## config.mk

```make
export PLATFORM = sky130hd
export DESIGN_NAME = twenty_five_mhz_clk
export DESIGN_NICKNAME = d
export VERILOG_FILES = /design/src/rtl/twenty_five_mhz_clk.sv
export SDC_FILE = /design/constraint.sdc
export NUM_CORES = 1
export LEC_CHECK = 0
export ABC_AREA = 1
export CELL_PAD_IN_SITES_DETAIL_PLACEMENT = 0
export CELL_PAD_IN_SITES_GLOBAL_PLACEMENT = 1
export CORE_AREA = 3 3 40 42
export DETAILED_ROUTE_END_ITERATION = 10
export DIE_AREA = 0 0 43 45
export GPL_TIMING_DRIVEN = 0
export PLACE_DENSITY_LB_ADDON = 0.2
export SLEW_MARGIN = 20
export SYNTH_ARGS = -nofsm -noshare
export SYNTH_HDL_FRONTEND = slang
export SYNTH_SLANG_ARGS = --single-unit
```

## constraint.sdc

```tcl
create_clock -name clk_in1 -period 1.2 [get_ports clk_in1]
set_input_delay 0.18 -clock clk_in1 [delete_from_list [all_inputs] [get_ports clk_in1]]
set_output_delay 0.18 -clock clk_in1 [all_outputs]
set_load 0.01 [all_outputs]
```

## src/rtl/twenty_five_mhz_clk.sv

```systemverilog
// twenty_five_mhz_clk
//   Integer clock divider that derives a 50%-duty divided clock (default
//   25 MHz from 100 MHz) and a lock status flag. This replaces the vendor
//   clock-wizard instance feeding the stopwatch clk_divider.
//
// Parameters:
//   IN_FREQ_HZ   input clock frequency (default 100_000_000)
//   OUT_FREQ_HZ  output clock frequency (default 25_000_000)
//   LOCK_CYCLES  full output periods after reset release before locked (>=1)
//
// Ports:
//   clk_in1   in   sole clock, all logic on its rising edge
//   reset     in   synchronous, active-high reset
//   clk_out1  out  divided clock, driven straight from a flop
//   locked    out  output clock stable
//
// Configuration:
//   TWENTY_FIVE_MHZ_CLK_LOCKED_EN  defined   -> period counter built; locked
//                                             rises after LOCK_CYCLES periods
//                                  undefined -> locked rises on the first
//                                             edge after reset release
module twenty_five_mhz_clk #(
    parameter int unsigned IN_FREQ_HZ  = 100_000_000,
    parameter int unsigned OUT_FREQ_HZ = 25_000_000,
    parameter int unsigned LOCK_CYCLES = 16
) (
    input  logic clk_in1,
    input  logic reset,
    output logic clk_out1,
    output logic locked
);

    localparam int unsigned DIV  = IN_FREQ_HZ / OUT_FREQ_HZ;
    localparam int unsigned HIGH = (DIV + 1) / 2;
    localparam int unsigned P_W  = (DIV > 1) ? $clog2(DIV) : 1;

    // Reject configurations that cannot produce an exact divided clock.
    generate
        if (IN_FREQ_HZ % OUT_FREQ_HZ != 0) begin : g_bad_ratio
            $error("twenty_five_mhz_clk: IN_FREQ_HZ must be an integer multiple of OUT_FREQ_HZ");
        end
        if (DIV < 2) begin : g_bad_div
            $error("twenty_five_mhz_clk: division ratio must be at least 2");
        end
        if (LOCK_CYCLES < 1) begin : g_bad_lock
            $error("twenty_five_mhz_clk: LOCK_CYCLES must be at least 1");
        end
    endgenerate

    logic [P_W-1:0] p;
    logic [P_W-1:0] p_next;
    logic           wrap;

    always_comb begin
        wrap   = (p == P_W'(DIV - 1));
        p_next = wrap ? '0 : p + 1'b1;
    end

    // Reset parks the phase at DIV-1 so the first released edge wraps to 0
    // and raises the output clock one cycle after reset release.
    always_ff @(posedge clk_in1) begin
        if (reset) begin
            p        <= P_W'(DIV - 1);
            clk_out1 <= 1'b0;
        end else begin
            p        <= p_next;
            clk_out1 <= (p_next < P_W'(HIGH));
        end
    end

`ifdef TWENTY_FIVE_MHZ_CLK_LOCKED_EN
    localparam int unsigned N_W = $clog2(LOCK_CYCLES + 1);

    logic [N_W-1:0] n;
    logic           started;

    // The first wrap after reset always lands on the first released edge,
    // so 'started' is enough to exclude it from the period count.
    always_ff @(posedge clk_in1) begin
        if (reset) begin
            n       <= '0;
            started <= 1'b0;
            locked  <= 1'b0;
        end else begin
            started <= 1'b1;
            if (started && wrap && (n != N_W'(LOCK_CYCLES))) begin
                n <= n + 1'b1;
                if (n + 1'b1 == N_W'(LOCK_CYCLES)) begin
                    locked <= 1'b1;
                end
            end
        end
    end
`else
    always_ff @(posedge clk_in1) begin
        if (reset) begin
            locked <= 1'b0;
        end else begin
            locked <= 1'b1;
        end
    end
`endif

endmodule

```

==> out/results.tsv, run 1 <==
metric	value	unit
vias	78	
grt-ovfl-total	0	
synth-compound-area-share	7.609	%
layout-drive-gt1-share	33.33	%
synthAdderAreaFrac	10.87	%
die_area	1935	sq um
rsz0062_at_grt	false	
max_slew_margin	92.43	%
cp.required	1020	ps
start_util	8.958	%
synth_top_family_by_area	adder cells	
yosys.area.top_type	dfxtp_1	
setup_tns	0	ps
post_cts_buffers	0	
fp.dieW	43	microns
insertion_delay	230	ps
clock-sinks	4	
track_usage	2.912	%
grt_max_degree	3	
ant_nets	0	
peakVddDrop	0.7343	mV
netlist_top_cells_count	dfxtp_1, inv_1, ha_1, nor2_2, o21ai_2	
start_kind	flop	
synth_xor_area_share	0	%
boundaryPins	4	
yosysWarnings	0	
clock-skew-final	3.371	ps
min_period	972.3	ps
layout.nets	20	
async_flop_share	0	%
ys_types	5	
seq_area_frac_synth	69.57	%
die_y	45	microns
power_density	1913	nW/um^2
setup_violations	0	
antenna_found_initial	0	
p_leak	0.08273	nW
holdBufCountCts	0	
fin_area	183.9	sq um
placementRows	13	
regArea	80.08	sq um
clock.fmax	1028	MHz
syn2layout_area_growth	59.78	%
multi_input_area	27.53	sq um
power_frac_comb	10.5	%
ys.flop_type	dfxtp_1	
synth_edf_count	0	
swShare	20.22	%
netlist.area_leader.share	69.57	%
wl_per_cell	5.033	microns
numPortBuffers	3	
cpMaxStageDelayCell	dfxtp_1	
crit_fanout	1	
end_kind	output pin	
coreArea	1285	sq um
crit_family	flip-flops	
drv_slew	0	
clockBufferDepth	2	
diodes	0	
wl	151	microns
grt_pass1_vias	76	
drt_first_pass_iters	2	
utilization	14.31	%
syn_avg_cell_area	12.79	sq um
netlist_instances	9	
hold_path_depth	1	
gp_congestion	0.5816	
p_sw	0.00007116	W
rr_worst_depth	3	
postPlaceCellArea	163.9	sq um
tritoncts	done	
clk_pin_slew	40	ps
cts_max_level	1	
clockPowerShare	45.3	%
worst-setup-path-type	flop to output pin	
numCtsBuffers	3	
intPower	0.0002808	W
worst_slack	227.7	ps
root_buffer	clkbuf_4	
cp.buffers_inverters	1	
cp_num_cells	1	
syn_nets	12	
cpPeakStageDelay	290	ps
crit_chain	dlygate4sd2_1	
via_per_inst	2.600	
power_frac_seq	44.2	%
fillers	143	
cap_violations	0	
ys_seq_elements	4	
synth.area.mux_share	0	%
first_iter_violations	3	
min_period_over_period	81.03	%
hp-class	flop to flop	
status	completed	
synthTopCellsByArea	dfxtp_1, ha_1, o21ai_2	
post-place-ws	202.8	ps
hold_viol_final	0	
cp_data_arrival_time	790	ps
yosys.area_share.simple	5.435	%
drc	0	
tightestPinTransition	114.0	ps
synth.most_common_cell	dfxtp_1	
grt_pass1_wl	276	microns
syn-cell-area	115.1	sq um
## registers in the layout, indices dropped and copies added (netlist names)
register	count
clk_out1	1
locked	1
p	2
## logic make-up (layout without fill, tap and decap cells)
family | count (synthesis) | after routing
AOI/OAI and AO/OA | 1 | 1
and+or+nand+nor | 1 | 1
DFF | 4 | 4
buffers and inverters | 2 | 8
adders and majority gates | 1 | 1
## per-stage QoR
step	cells	power (W)	hold slack, ps
global placement	27	0.0002003	428.0
floorplan	9	0.0001794	247.4
detailed placement	27	0.0001995	431.7
global route	30	0.0003853	461.6
finish	30	0.0003519	438.2
CTS	30	0.0003649	440.2
## power groups by stage
stage / combinational [W] / sequential (W) / clock, W
2_1_floorplan: 0.0000188 / 0.000161 / 0
3_3_place_gp: 0.0000428 / 0.000158 / 0
3_5_place_dp: 0.0000422 / 0.000157 / 0
4_1_cts: 0.0000378 / 0.000156 / 0.000171
5_1_grt: 0.0000414 / 0.000156 / 0.000188
6_report: 0.0000369 / 0.000156 / 0.000159
## what timing repair did
item,in CTS,in global routing
endpoints found under the setup margin,2,0
resized for setup,2,0
endpoints found under the hold margin,0,0
## final timing paths
check	from	endpoint	slack [ps]
max	clk_out1$_SDFF_PP0_	clk_out1	230
min	p[0]$_SDFF_PP1_	p[0]$_SDFF_PP1_	440
max reg2reg	p[0]$_SDFF_PP1_	p[1]$_SDFF_PP1_	320
min reg2reg	p[0]$_SDFF_PP1_	p[0]$_SDFF_PP1_	440
## worst reg2reg max path, cell delays in order, from the launching register on
cell	delay, ps
dfxtp_1	310
ha_1	300
nor2_2	120
inv_1	40
## area by class of cell
cell class	instances	area share, %
flip-flops and latches	4	43.54
multi-input cells	3	14.97
repair buffers	3	14.97
clock buffers	3	12.24
well taps	15	10.20
inverters	2	4.082
## per-layer routing
metal	track usage [%]	vias up	share of wire [%]
li1	-	41	-
met1	1.923	31	49
met2	1.497	6	22
met3	6.375	0	28
met4	3.614	0	0
met5	0	-	0
## placed cells by master (no fill, tap or decap), drive strengths merged
master	n
nor2	1
inv	2
clkbuf	3
dfxtp	4
dlygate4sd2	2
ha	1
o21ai	1
clkdlybuf4s50	1
No activity file was read; power rests on OpenSTA's default activity.
==> run 2: changes to the inputs <==
==> constraint.sdc (replaced) <==
create_clock -name clk_in1 -period 0.8 [get_ports clk_in1]
set_input_delay 0.12 -clock clk_in1 [delete_from_list [all_inputs] [get_ports clk_in1]]
set_output_delay 0.12 -clock clk_in1 [all_outputs]
set_load 0.01 [all_outputs]
==> run 2 against run 1 <==
  * Hold slack gained 48 ps
  * Flip-flop and latch count unchanged
  * Register-to-register slack got worse by 290 ps
  * Sequential power is 55% higher
  * Count of clock-buffer cells in the layout did not move
  * Cell count rose by 3.3%
  * Non-clock buffer count rose by 1
  * Global-route usage rose by 0.50 points
  * Power grew 61%
  * Via count is 12% higher
  * First-iteration DRC count is 33% higher
  * Routed wire length is 23% higher
  * Highest routed layer unchanged
==> out/results.tsv, run 2 (synthesis results as in run 1) <==
metric	value	unit
status	completed	
diodes	0	
fp.dieW	43	microns
cpMaxStageDelayCell	dfxtp_1	
largest_reg_flops	2	
worst-setup-path-type	flop to output pin	
tritoncts	done	
setup_tns	0	ps
drv_slew	0	
die_area	1935	sq um
start_kind	flop	
setup_violations	0	
peakVddDrop	0.9429	mV
vias	87	
die_y	45	microns
layout-drive-gt1-share	68.75	%
end_kind	output pin	
grt-ovfl-total	0	
clock.fmax	1289	MHz
via_per_inst	2.806	
antenna_found_initial	0	
grt_pass1_wl	358	microns
max_slew_margin	91.20	%
first_iter_violations	4	
final_common_cell	clkbuf_4	
clock-skew-final	2.081	ps
hold_ws	486.5	ps
hpwl	117.4	microns
wl_per_cell	6.000	microns
ant_nets	0	
drt_first_pass_iters	2	
rr_worst_depth	3	
cp_data_arrival_time	660	ps
cap_violations	0	
drc	0	
clockBufferDepth	2	
cp_num_cells	1	
cpPeakStageDelay	300	ps
track_usage	3.408	%
rsz0062_at_grt	true	
placed_cells	27	
syn2layout_area_growth	77.17	%
root_buffer	clkbuf_4	
crit_fanout	1	
cp.required	680	ps
coreArea	1285	sq um
wl	186	microns
grt_pass1_vias	91	
gp_congestion	0.5681	
crit_chain	buf_2	
start_util	8.958	%
postPlaceCellArea	163.9	sq um
cp.buffers_inverters	1	
clock-sinks	4	
layout.nets	21	
numCtsBuffers	3	
p_leak	0.08524	nW
placementRows	13	
insertion_delay	230	ps
clk_pin_slew	40	ps
boundaryPins	4	
regMostFlops	p	
min_period	775.7	ps
grt_max_degree	3	
layout_common_cells	clkbuf_4, inv_1, dfxtp_1, buf_2, dfxtp_2	
tightestPinTransition	131.6	ps
crit_family	flip-flops	
hp-class	input pin to flop	
power_density	2780	nW/um^2
stdcell_count	31	
cts_max_level	1	
min_period_over_period	96.96	%
hold_viol_final	0	
numPortBuffers	3	
top_regs	p: 2 flops, clk_out1: 1 flops, locked: 1 flops	
fin_area	203.9	sq um
hold_path_depth	2	
-- run 2: changes by cell type in the layout (fill, tap and decap cells not counted) --
cell and delta:
buf_2 +2, buf_4 +1, dfxtp_1 -2, dfxtp_2 +2, dlygate4sd2_1 -2, ha_1 -1
ha_4 +1, nor2_2 -1, nor2_4 +1
-- run 2: worst paths after layout --
| check | from | end | slack [ps] |
|---|---|---|---|
| min reg2reg | p[0]$_SDFF_PP1_ | p[0]$_SDFF_PP1_ | 530 |
| max reg2reg | p[1]$_SDFF_PP1_ | p[1]$_SDFF_PP1_ | 30 |
| max | clk_out1$_SDFF_PP0_ | clk_out1 | 20 |
| min | reset | locked$_DFF_P_ | 490 |
-- run 2: area by class of cell --
class | instances | area, sq um
repair buffers | 4 | 27.53
inverters | 2 | 7.507
multi-input cells | 3 | 45.04
flip-flops and latches | 4 | 82.58
well taps | 15 | 18.77
clock buffers | 3 | 22.52
fillers | 145 | 1081
-- run 2: per-stage QoR --
stage / utilization [%] / total power [W] / worst slack (ps)
after floorplan: - / 0.0002683 / 0.1907
after global placement: 12.76 / 0.0002996 / -142.6
after detailed placement: 12.76 / 0.0002991 / -137.2
after CTS: 15.77 / 0.0005823 / -9.030
after global routing: 15.87 / 0.0006204 / -4.317
final: 15.87 / 0.0005669 / 24.32
-- run 2: repair_timing --
| item | CTS | global route |
|---|---|---|
| endpoints found under the setup margin | 3 | 3 |
| pin swaps | 2 | 2 |
| resized for setup | 11 | 1 |
| setup buffers | 1 | 0 |
| hold buffers | 0 | 0 |
-- run 2: worst reg2reg max path, delay by kind of cell, from the launching register on --
| family | cells | cell delay (ps) |
|---|---|---|
| buf+inv | 1 | 40 |
| fa+ha+maj | 1 | 240 |
| simple gates | 1 | 70 |
| flops | 1 | 320 |
-- run 2: power by group --
group / switching, W / internal [W]
Sequential: 0.0000145 / 0.000228
Clock: 0.0000753 / 0.000167
Combinational: 0.0000341 / 0.0000478
Total: 0.000124 / 0.000443
-- run 2: routing by layer --
| layer | track usage [%] | wire, microns | vias up |
|---|---|---|---|
| met1 | 2.878 | 97 | 39 |
| met5 | 0 | 0 | - |
| met3 | 5.976 | 30 | 0 |
| li1 | - | - | 42 |
| met4 | 3.614 | 0 | 0 |
| met2 | 2.395 | 58 | 6 |
==> run 3: changes to the inputs <==
--- a/config.mk
+++ b/config.mk
@@ -11,7 +11,6 @@
 export CORE_AREA = 3 3 40 42
 export DETAILED_ROUTE_END_ITERATION = 10
 export DIE_AREA = 0 0 43 45
-export GPL_TIMING_DRIVEN = 0
 export PLACE_DENSITY_LB_ADDON = 0.2
 export SLEW_MARGIN = 20
 export SYNTH_ARGS = -nofsm -noshare
==> run 3 against run 2 <==
  * Power grew 1.2%
  * Core utilization is 0.097 points lower
  * Clock power increased by 4%
  * Routed wire length up 2.7%
  * Flip-flop and latch count stayed put
  * Sequential power about the same
  * Cell area decreased by 0.61%
  * Register-to-register slack hardly changed
  * Critical path depth grew 2
==> out/results.tsv, run 3 (synthesis results as in run 1) <==
metric	value	unit
max_slew_margin	90.65	%
power_density	2830	nW/um^2
die_area	1935	sq um
crit_path_end	p[1]$_SDFF_PP1_	
wl	191	microns
rr_worst_depth	3	
antenna_found_initial	0	
tritoncts	done	
cp.required	930	ps
grt-ovfl-total	0	
r2r_setup_slack	20	ps
largest_reg_flops	2	
vias	88	
start_util	8.958	%
layout.nets	21	
clockBufferDepth	2	
layout-drive-gt1-share	62.50	%
layout_common_cells	dfxtp_1, clkbuf_4, inv_1, buf_2	
grt_pass1_wl	351	microns
root_buffer	clkbuf_4	
tightestPinTransition	139.8	ps
p_leak	0.08546	nW
die_y	45	microns
cp_data_arrival_time	910	ps
hp-class	input pin to flop	
startpoint	p[0]$_SDFF_PP1_	
diodes	0	
r2r_end	p[1]$_SDFF_PP1_	
fp.dieW	43	microns
peakVddDrop	0.8539	mV
placementRows	13	
fin_area	202.7	sq um
clock.fmax	1279	MHz
drc	0	
grt_pass1_vias	94	
numPortBuffers	3	
via_per_inst	2.839	
boundaryPins	4	
fillers	143	
status	completed	
regMostFlops	p	
setup_violations	0	
hold_ws	486.9	ps
end_kind	flop	
ant_nets	0	
track_usage	3.574	%
top_regs	p: 2 flops, clk_out1: 1 flops, locked: 1 flops	
wl_per_cell	6.161	microns
min_from	reset	
hold_viol_final	0	
rsz0062_at_grt	true	
cts_max_level	1	
cap_violations	0	
worst-setup-path-type	flop to flop	
postPlaceCellArea	163.9	sq um
r2r_start	p[0]$_SDFF_PP1_	
drt_first_pass_iters	2	
clock-skew-final	3.870	ps
coreArea	1285	sq um
start_kind	flop	
clk_pin_slew	40	ps
crit_fanout	2	
hpwl	128.2	microns
min_period	782.1	ps
insertion_delay	240	ps
min_period_over_period	97.77	%
first_iter_violations	2	
numCtsBuffers	3	
drv_slew	0	
gp_congestion	0.5705	
grt_max_degree	3	
syn2layout_area_growth	76.09	%
clock-sinks	4	
-- run 3: worst min path at each step --
stage / end / slack [ps] / cells past startpoint
floorplan: clk_out1$_SDFF_PP0_ / 190 / 1
global placement: p[0]$_SDFF_PP1_ / 430 / 1
detailed placement: p[0]$_SDFF_PP1_ / 430 / 1
CTS: locked$_DFF_P_ / 490 / 2
global route: locked$_DFF_P_ / 490 / 2
finish: locked$_DFF_P_ / 490 / 2
-- run 3: power by group --
group	switching, W	internal, W	leakage [nW]
clock	0.0000841	0.000168	0.0138
combinational	0.0000346	0.0000479	0.0382
sequential	0.0000131	0.000226	0.0335
total	0.000132	0.000442	0.0855
-- run 3: layer usage --
layer  up-vias  GRT usage [%]  wire [microns]
met5         -              0               0
met4         0          3.614               0
met3         0          7.171              42
met2         7          2.395              66
met1        39          2.638              83
li1         42              -               -
-- run 3: cell type report --
class                      instances  area (sq um)  area share [%]
inverter                           2         7.507           3.704
clock buffer                       3         22.52           11.11
timing repair buffer               4         27.53           13.58
multi-input combinational          3         45.04           22.22
tap                               15         18.77           9.259
sequential                         4         81.33           40.12
-- run 3: critical path: stages, from the launching register on --
cell and delay, ps:
dfxtp_2 330, ha_4 240, nor2_4 70, inv_1 40
-- run 3: metrics by stage --
stage / util [%] / total power [W] / setup TNS [ps] / instances / setup slack [ps]
2_1_floorplan: - / 0.0002683 / 0 / 9 / 0.1907
3_3_place_gp: 12.76 / 0.0002997 / -350.2 / 27 / -142.8
3_5_place_dp: 12.76 / 0.0003000 / -361.3 / 27 / -138.1
4_1_cts: 15.77 / 0.0005907 / -16.49 / 31 / -16.49
5_1_grt: 15.77 / 0.0006244 / -17.48 / 31 / -12.28
6_report: 15.77 / 0.0005737 / 0 / 31 / 17.87
-- run 3: repair_timing --
action	4_1_cts	5_1_grt
hold buffers	0	0
resized for setup	11	0
endpoints found under the setup margin	3	3
pin swaps	2	1
buffers inserted	1	0
